$ cat src/rtl/dual_deque_ctrl.sv
`default_nettype none
// ============================================================================
// Module  : dual_deque_ctrl
// Brief   : Command sequencer driving two deques over a shared select/strobe
//           bus; optional saturating refusal counter via DQC_ERR_CNT_EN.
// Revision: 1.0
// ============================================================================
module dual_deque_ctrl #(
    parameter int WORDS     = 16,
    parameter int ERR_CNT_W = 8
) (
    input  logic       clk,
    input  logic       rst_n,
    input  logic       cmd_valid,
    output logic       cmd_ready,
    input  logic [2:0] cmd_op,
    input  logic       cmd_sel,
    input  logic [7:0] cmd_data,
    output logic       rsp_valid,
    input  logic       rsp_ready,
    output logic [7:0] rsp_data,
    output logic       rsp_err,
    output logic       dq_select,
    output logic       dq_push,
    output logic       dq_pop,
    output logic [7:0] dq_data,
    input  logic [1:0] dq_empty,
    input  logic [1:0] dq_full,
    input  logic [7:0] dq_dout0,
    input  logic [7:0] dq_dout1
`ifdef DQC_ERR_CNT_EN
    ,
    output logic [ERR_CNT_W-1:0] err_count
`endif
);

    localparam logic [2:0] S_IDLE  = 3'd0;
    localparam logic [2:0] S_ARM   = 3'd1;
    localparam logic [2:0] S_EXEC  = 3'd2;
    localparam logic [2:0] S_XFER1 = 3'd3;
    localparam logic [2:0] S_XFER2 = 3'd4;
    localparam logic [2:0] S_RESP  = 3'd5;

    localparam logic [2:0] OP_NOP     = 3'd0;
    localparam logic [2:0] OP_PUSH    = 3'd1;
    localparam logic [2:0] OP_POP     = 3'd2;
    localparam logic [2:0] OP_PEEK    = 3'd3;
    localparam logic [2:0] OP_REPLACE = 3'd4;
    localparam logic [2:0] OP_MOVE    = 3'd5;

    logic [2:0] r_state;
    logic [2:0] r_op;
    logic       r_sel;
    logic [7:0] r_data;
    logic [7:0] r_capture;
    logic [7:0] r_result;
    logic       r_err;

    logic       w_accept;
    logic       w_reserved;
    logic       w_empty_sel;
    logic       w_full_sel;
    logic       w_full_oth;
    logic [7:0] w_dout_sel;
    logic       w_legal;
    logic       w_refuse;

    assign w_accept    = cmd_valid && cmd_ready && (r_state == S_IDLE);
    assign w_reserved  = (cmd_op > OP_MOVE);
    assign w_empty_sel = dq_empty[r_sel];
    assign w_full_sel  = dq_full[r_sel];
    assign w_full_oth  = dq_full[~r_sel];
    assign w_dout_sel  = r_sel ? dq_dout1 : dq_dout0;

    always_comb begin
        w_legal = 1'b0;
        case (r_op)
            OP_PUSH:                     w_legal = !w_full_sel;
            OP_POP, OP_PEEK, OP_REPLACE: w_legal = !w_empty_sel;
            OP_MOVE:                     w_legal = !w_empty_sel && !w_full_oth;
            default:                     w_legal = 1'b0;
        endcase
    end

    // A refusal is decided either at accept (reserved op) or in EXEC.
    assign w_refuse = (w_accept && w_reserved) || ((r_state == S_EXEC) && !w_legal);

    // The guard only elaborates the controller for a sane configuration.
    if ((WORDS > 0) && (ERR_CNT_W > 0)) begin : g_ctrl
        always_ff @(posedge clk) begin
            if (!rst_n) begin
                r_state   <= S_IDLE;
                r_op      <= OP_NOP;
                r_sel     <= 1'b0;
                r_data    <= 8'h00;
                r_capture <= 8'h00;
                r_result  <= 8'h00;
                r_err     <= 1'b0;
                cmd_ready <= 1'b1;
                rsp_valid <= 1'b0;
                rsp_data  <= 8'h00;
                rsp_err   <= 1'b0;
                dq_select <= 1'b0;
                dq_push   <= 1'b0;
                dq_pop    <= 1'b0;
                dq_data   <= 8'h00;
            end else begin
                dq_push <= 1'b0;
                dq_pop  <= 1'b0;
                case (r_state)
                    S_IDLE: begin
                        if (w_accept) begin
                            r_op      <= cmd_op;
                            r_sel     <= cmd_sel;
                            r_data    <= cmd_data;
                            cmd_ready <= 1'b0;
                            dq_select <= cmd_sel;
                            r_result  <= 8'h00;
                            r_err     <= w_reserved;
                            if (cmd_op == OP_NOP || w_reserved) begin
                                r_state <= S_RESP;
                            end else begin
                                r_state <= S_ARM;
                            end
                        end
                    end
                    S_ARM: begin
                        r_state <= S_EXEC;
                    end
                    S_EXEC: begin
                        r_state <= S_RESP;
                        if (w_legal) begin
                            r_capture <= w_dout_sel;
                            r_result  <= (r_op == OP_PUSH) ? 8'h00 : w_dout_sel;
                            r_err     <= 1'b0;
                            case (r_op)
                                OP_PUSH: begin
                                    dq_push <= 1'b1;
                                    dq_data <= r_data;
                                end
                                OP_POP: dq_pop <= 1'b1;
                                OP_REPLACE: begin
                                    dq_push <= 1'b1;
                                    dq_pop  <= 1'b1;
                                    dq_data <= r_data;
                                end
                                OP_MOVE: begin
                                    dq_pop  <= 1'b1;
                                    r_state <= S_XFER1;
                                end
                                default: ;
                            endcase
                        end else begin
                            r_result <= 8'h00;
                            r_err    <= 1'b1;
                        end
                    end
                    S_XFER1: begin
                        dq_select <= ~r_sel;
                        r_state   <= S_XFER2;
                    end
                    S_XFER2: begin
                        dq_push <= 1'b1;
                        dq_data <= r_capture;
                        r_state <= S_RESP;
                    end
                    S_RESP: begin
                        if (!rsp_valid) begin
                            rsp_valid <= 1'b1;
                            rsp_data  <= r_result;
                            rsp_err   <= r_err;
                        end else if (rsp_ready) begin
                            rsp_valid <= 1'b0;
                            cmd_ready <= 1'b1;
                            r_state   <= S_IDLE;
                        end
                    end
                    default: begin
                        r_state   <= S_IDLE;
                        cmd_ready <= 1'b1;
                    end
                endcase
            end
        end

`ifdef DQC_ERR_CNT_EN
        always_ff @(posedge clk) begin
            if (!rst_n) begin
                err_count <= '0;
            end else if (w_refuse && (err_count != {ERR_CNT_W{1'b1}})) begin
                err_count <= err_count + 1'b1;
            end
        end
`else
        logic w_refuse_unused;
        assign w_refuse_unused = w_refuse;
`endif
    end

endmodule
`default_nettype wire
$ cat config.mk
export PLATFORM = sky130hd
export DESIGN_NAME = dual_deque_ctrl
export DESIGN_NICKNAME = d
export VERILOG_FILES = /design/src/rtl/dual_deque_ctrl.sv
export SDC_FILE = /design/constraint.sdc
export NUM_CORES = 1
export LEC_CHECK = 0
export ABC_CLOCK_PERIOD_IN_PS = 5200
export BUFFER_PORTS_ARGS = -buffer_cell sky130_fd_sc_hd__buf_2
export CAP_MARGIN = 20
export CORE_ASPECT_RATIO = 1.75
export CORE_UTILIZATION = 52
export CTS_BUF_LIST = sky130_fd_sc_hd__clkbuf_8
export DETAILED_ROUTE_END_ITERATION = 8
export PLACE_DENSITY_LB_ADDON = 0.05
export SLEW_MARGIN = 5
export SYNTH_ARGS = -nofsm -noshare
export SYNTH_HDL_FRONTEND = slang
export SYNTH_SLANG_ARGS = --single-unit
$ cat constraint.sdc
create_clock -name clk -period 5.2 [get_ports clk]
set_input_delay 1.56 -clock clk [delete_from_list [all_inputs] [get_ports clk]]
set_output_delay 1.56 -clock clk [all_outputs]
set_load 0.01 [all_outputs]
## Word level (Yosys, flattened, before mapping)

Cells that the tools add are included.

| word-level totals | value |
|---|---|
| register bits after elaboration | 54 |
| bits of input ports | 36 |
| logic and storage cells | 98 |

| cells by class | value |
|---|---|
| magnitude comparators | 3 |
| eq/ne operators | 15 |
| multiplexer cells | 37 |
| bitwise logic cells | 3 |
| reductions and logical operators | 25 |

Operators by type and width:

| operator | count |
|---|---|
| $mux 8 | 6 |
| $pmux 8 s2 | 2 |
| $mux 3 | 6 |
| $pmux 3 s6 | 1 |
| $mux 1 | 17 |
| $eq 3x2->1 const B | 4 |
| $eq 3x3->1 const B | 4 |
| $ne 2x2->1 const B | 5 |
| $reduce_and 2->1 | 5 |
| $reduce_and 3->1 | 3 |
| $eq 3x1->1 const B | 2 |
| $logic_not 3->1 | 2 |
| $pmux 1 s2 | 3 |
| $pmux 1 s3 | 2 |
| $reduce_bool 2->1 | 3 |
| $reduce_or 3->1 | 2 |
| $lt 1x2->1 const B | 2 |
| $reduce_and 4->1 | 1 |
| $reduce_or 4->1 | 1 |
| $gt 3x3->1 const B | 1 |
| $logic_and 1x1->1 | 3 |
| $logic_not 1->1 | 3 |
| $not 1->1 | 3 |
| $reduce_or 2->1 | 1 |
| $logic_or 1x1->1 | 1 |

## Depth between registers and ports, before layout

| logic depth | value |
|---|---|
| depth in word-level cells | 8 |
| depth in mapped cells | 7 |
| mapped depth without buffers | 5 |

## Least setup slack after synthesis

OpenSTA, ideal clock, no wires.

| timing path | value |
|---|---|
| path type | in2reg |
| from | in dq_empty[1] |
| to | reg dq_data[0] |
| setup time | 0.072 ns |
| arrival | 2.626 ns |
| path slack | 2.502 ns |
| stages on the path | 6 |
| buffers on the path | 1 |
| cell sequence | nor3b_2 -> o211ai_2 -> and3_1 -> a211oi_2 -> buf_6 -> mux2i_1 |

| between the ends | value |
|---|---|
| cells in the longest elaborated chain, start to end | 7 |

RTL lines:

| what | line | source |
|---|---|---|
| start: declaration | 27 | `input logic [1:0] dq_empty,` |
| $mux 1 (not written as such) (*) (2 in a row) | 70 | `assign w_empty_sel = dq_empty[r_sel];` |
| $logic_not 1->1 (*) | 79, 80 |  |
| $logic_and 1x1->1 | 80 | `OP_MOVE: w_legal = !w_empty_sel && !w_full_oth;` |
| $pmux 1 s3 (*) | 77 | `case (r_op)` |
| $ne 2x2->1 (no source line) (*) | -- |  |
| $reduce_and 3->1 (no source line) (*) | -- |  |
| end signal: assignment | 139 | `dq_data <= r_data;` |
| end signal: assignment | 145 | `dq_data <= r_data;` |
| end signal: assignment | 164 | `dq_data <= r_capture;` |
| end: declaration | 26 | `output logic [7:0] dq_data,` |

Every way passes the cells marked *; elsewhere a longest branch is shown, timed or not. The select of a mux whose other input is x is not followed.
A chain may end at the register's enable or synchronous reset.

==> metrics list <==
* Status: finished clean
* Worst rel slew slack: 32.38%
- Of all cell types, the one taking the most synthesized area is dfxtp_1.
- Path depth of the worst reg2reg path: 5
- The initial antenna violation count is 0.
- Routability-driven placement finished with a final weighted congestion of 0.7616.
- In this run the worst path has a maximum fanout of 33.
- The tightest min-delay check is of the flop to flop type.
* Initial Util: 55.16%
- Pin count of the biggest net entering global routing: 34
* Detailed router's first-iteration violation count: 48
- Counting every sink on the clock net gives 54.
* Reported leakage power: 1.049 nW
* Level count of the clock H-tree: 2
- Data required time at the worst endpoint: 5440 ps
* Worst-case hold slack: 456.2 ps
- Clock transition at the registers of the reported paths: 100 ps
- Sequential area share after synthesis: 46.35%
* Total gr overflow: 0
- The clock reaches the later pin of the worst-skew pair after 310 ps.
- For this run, asynchronously set or reset flops after synthesis account for 0%.
* Post-layout min period: 3044 ps
- Capturing point of the worst reg2reg path: dq_data[1]
* DRT Pass-1 Iters: 4
- Post-route total power: 891.6 µW
- In this run, post-CTS repair resized a total of 0 instances.
- Measured along the x axis, the die boundary spans 52.63 µm.
* Total number of placement rows: 31
* Total Wirelength: 4847 µm
- Met1 wire length: 2132 µm
- Met3 Wirelength: 175 µm
- Setup TNS: 0 ps
- Yosys mapped the design onto 40 distinct sky130hd cell types.
- In this run the standard cell core region covers 4228 µm².
- RSZ-0062 raised after global routing: no
* Terminating pin of the worst hold path: dq_data[6]
- Transition time of the tightest slew-check pin: 1013 ps
* Origin of the worst min-delay path: dq_data[6]
* Share of the clock period used by the worst path: 58.53%
- Area share of the largest cell type after synthesis: 46.35%
- In this run the deepest clock path goes through 2 buffers.
* Count of buffers added by post-CTS timing repair for setup: 0
* Clock root cell: clkbuf_8
- STA classifies the critical path startpoint as an input port.
- The number of antenna diodes in the final layout is 0.
* Worst Path Arrival: 3280 ps
* Peak supply drop: 0.0002221 V
- Once detail routing completed, the nets flagged for antenna violations numbered 0.
* Pins Over Slew Limit: 0
- The first global-routing pass estimated 7976 µm of wire.
- Clock tree skew after final layout: 3.475 ps
* Detailed placement HPWL: 3548 µm
* Reg-to-reg startpoint: r_sel
* TritonCTS clock tree: yes
* TritonCTS Buffers: 5
- Mean post-synth cell area: 8.638 µm²
* Post-synthesis register bit count: 54
- Critical Setup Path Class: input port to flop
- Layout area overhead: 15.02%
- Total count of hold-check failures in the final report: 0
- Global router's overall resource usage: 22.22%
- The synthesized netlist occupies a cell area of 2332 µm².
- Biggest area contributors in the synthesized netlist: dfxtp_1 (46%), nand2_1 (11%), mux2i_1 (7.7%)
- The via count of the first global-routing pass was 1753.
- PortBufs: 57
* Count of flip-flops with a built-in enable after synthesis: 0
- Highest signal layer in the routed design: met4
* Post-DR wirelength/cell: 13.17 µm
* Die height: 90.60 µm
- CTS hold repair buffers: 0
- Vias/cell: 5.380
- In the synthesized netlist the dominant register cell turns out to be dfxtp_1.
- DRC violation count after routing: 0
- The cell count after synthesis came out at 270.
- Sum of met2 wire segment lengths after detailed routing: 2471 µm
* Number of nets in the layout: 354
- Static timing analysis puts the maximum clock frequency at 328.6 MHz.
- Counting instances, the worst hold path has a depth of 2.
- Across all register-to-register paths, the minimum setup slack is 2580 ps.
- Vias: 1980
- The layout has 396 filler cells.
- Overall die area: 4768 µm²
- The post-route netlist has 23.51% of its cells at a drive strength greater than 1.
- During synthesis, Yosys emitted a total of 0 warnings.
- Count of boundary I/O pins: 58
- When the netlist entered floorplanning its net count stood at 306.
- Power density of the placed cells: 332.4 nW/µm²
* Max-cap viol count: 0
- Sort of element at the end of the critical path: flop
* Count of endpoints failing setup in the final report: 0
==> report_power, final <==
| group | switching [mW] | leakage (nW) | internal, mW |
|---|---|---|---|
| sequential | 0.0412 | 0.438 | 0.441 |
| clock | 0.138 | 0.0493 | 0.0935 |
| combinational | 0.103 | 0.562 | 0.0755 |
==> layout make-up <==
cell class              instances  area, µm²  area share (%)
well taps                      49      61.31           2.285
flip-flops and latches         54       1081           40.30
clock inverters                 3      17.52          0.6530
repair buffers                 57      285.3           10.63
clock buffers                   5      68.82           2.565
inverters                       2      7.507          0.2799
multi-input cells             198       1161           43.28
==> per-layer routing <==
metal	global-route usage, %	up-vias
li1	-	1039
met1	26.05	893
met3	5.219	5
met4	7.895	0
met2	37.76	43
met5	0	-
==> per-stage QoR <==
stage          setup slack, ps  utilization (%)  std cells  area [µm²]
2_1_floorplan             2502                -        270        2332
3_5_place_dp              1793            61.41        360        2596
4_1_cts                   2127            63.45        368        2683
5_1_grt                   1941            63.45        368        2683
6_report                  2156            63.45        368        2683
3_3_place_gp              1871            61.41        360        2596
==> registers in the layout, indices dropped and copies added, names as in the netlist, 3 cells and up <==
register,cells
r_data,8
rsp_data,8
r_result,8
r_capture,8
r_op,3
r_state,3
dq_data,8
==> cells by family after synthesis <==
| family | Yosys count | share of synthesized area [%] |
|---|---|---|
| AO/OA/AOI/OAI | 66 | 18.72 |
| flip-flops | 54 | 46.35 |
| multiplexers | 18 | 7.725 |
| buffers and inverters | 18 | 3.863 |
| AND/OR/NAND/NOR | 113 | 22.96 |
| XOR/XNOR | 1 | 0.3756 |
==> worst max path at each step <==
stage | from | to | slack [ps] | cells past startpoint
2_1_floorplan | dq_empty[1] | dq_data[0] | 2500 | 6
3_3_place_gp | dq_empty[1] | dq_data[2] | 1870 | 6
3_5_place_dp | rst_n | r_result[4] | 1790 | 5
4_1_cts | rst_n | r_result[3] | 2130 | 5
5_1_grt | rst_n | r_result[7] | 1940 | 5
6_report | rst_n | r_result[3] | 2160 | 5
==> worst max-delay path, cell delays in order <==
cell and delay, ps:
buf_2 370, inv_1 560, nor2_1 600, nand2_1 100
o21ai_0 80
==> cells in the mapped netlist (3+ instances only) <==
cell and n:
o211ai_1 8, nor2b_1 3, nand2_1 68, nor2_1 12
or3_1 8, buf_2 3, dfxtp_1 54, a21oi_1 26
a211oi_1 9, o21ai_0 10, clkbuf_1 10, mux2i_1 18
nor3_1 6
==> cell usage in the layout (no fill, tap or decap), types with 2 or more instances in the layout <==
cell,count
nand2_1,68
buf_2,57
dfxtp_1,54
a21oi_1,26
mux2i_1,18
nor2_1,12
o21ai_0,10
a211oi_1,9
or3_1,8
o211ai_1,8
nor3_1,6
clkbuf_8,5
inv_1,3
nor2b_1,3
and3_1,2
nand3_1,2
nor3b_2,2
a211oi_2,2
nand2b_1,2
a31oi_1,2
No activity file was read; power rests on OpenSTA's default activity.
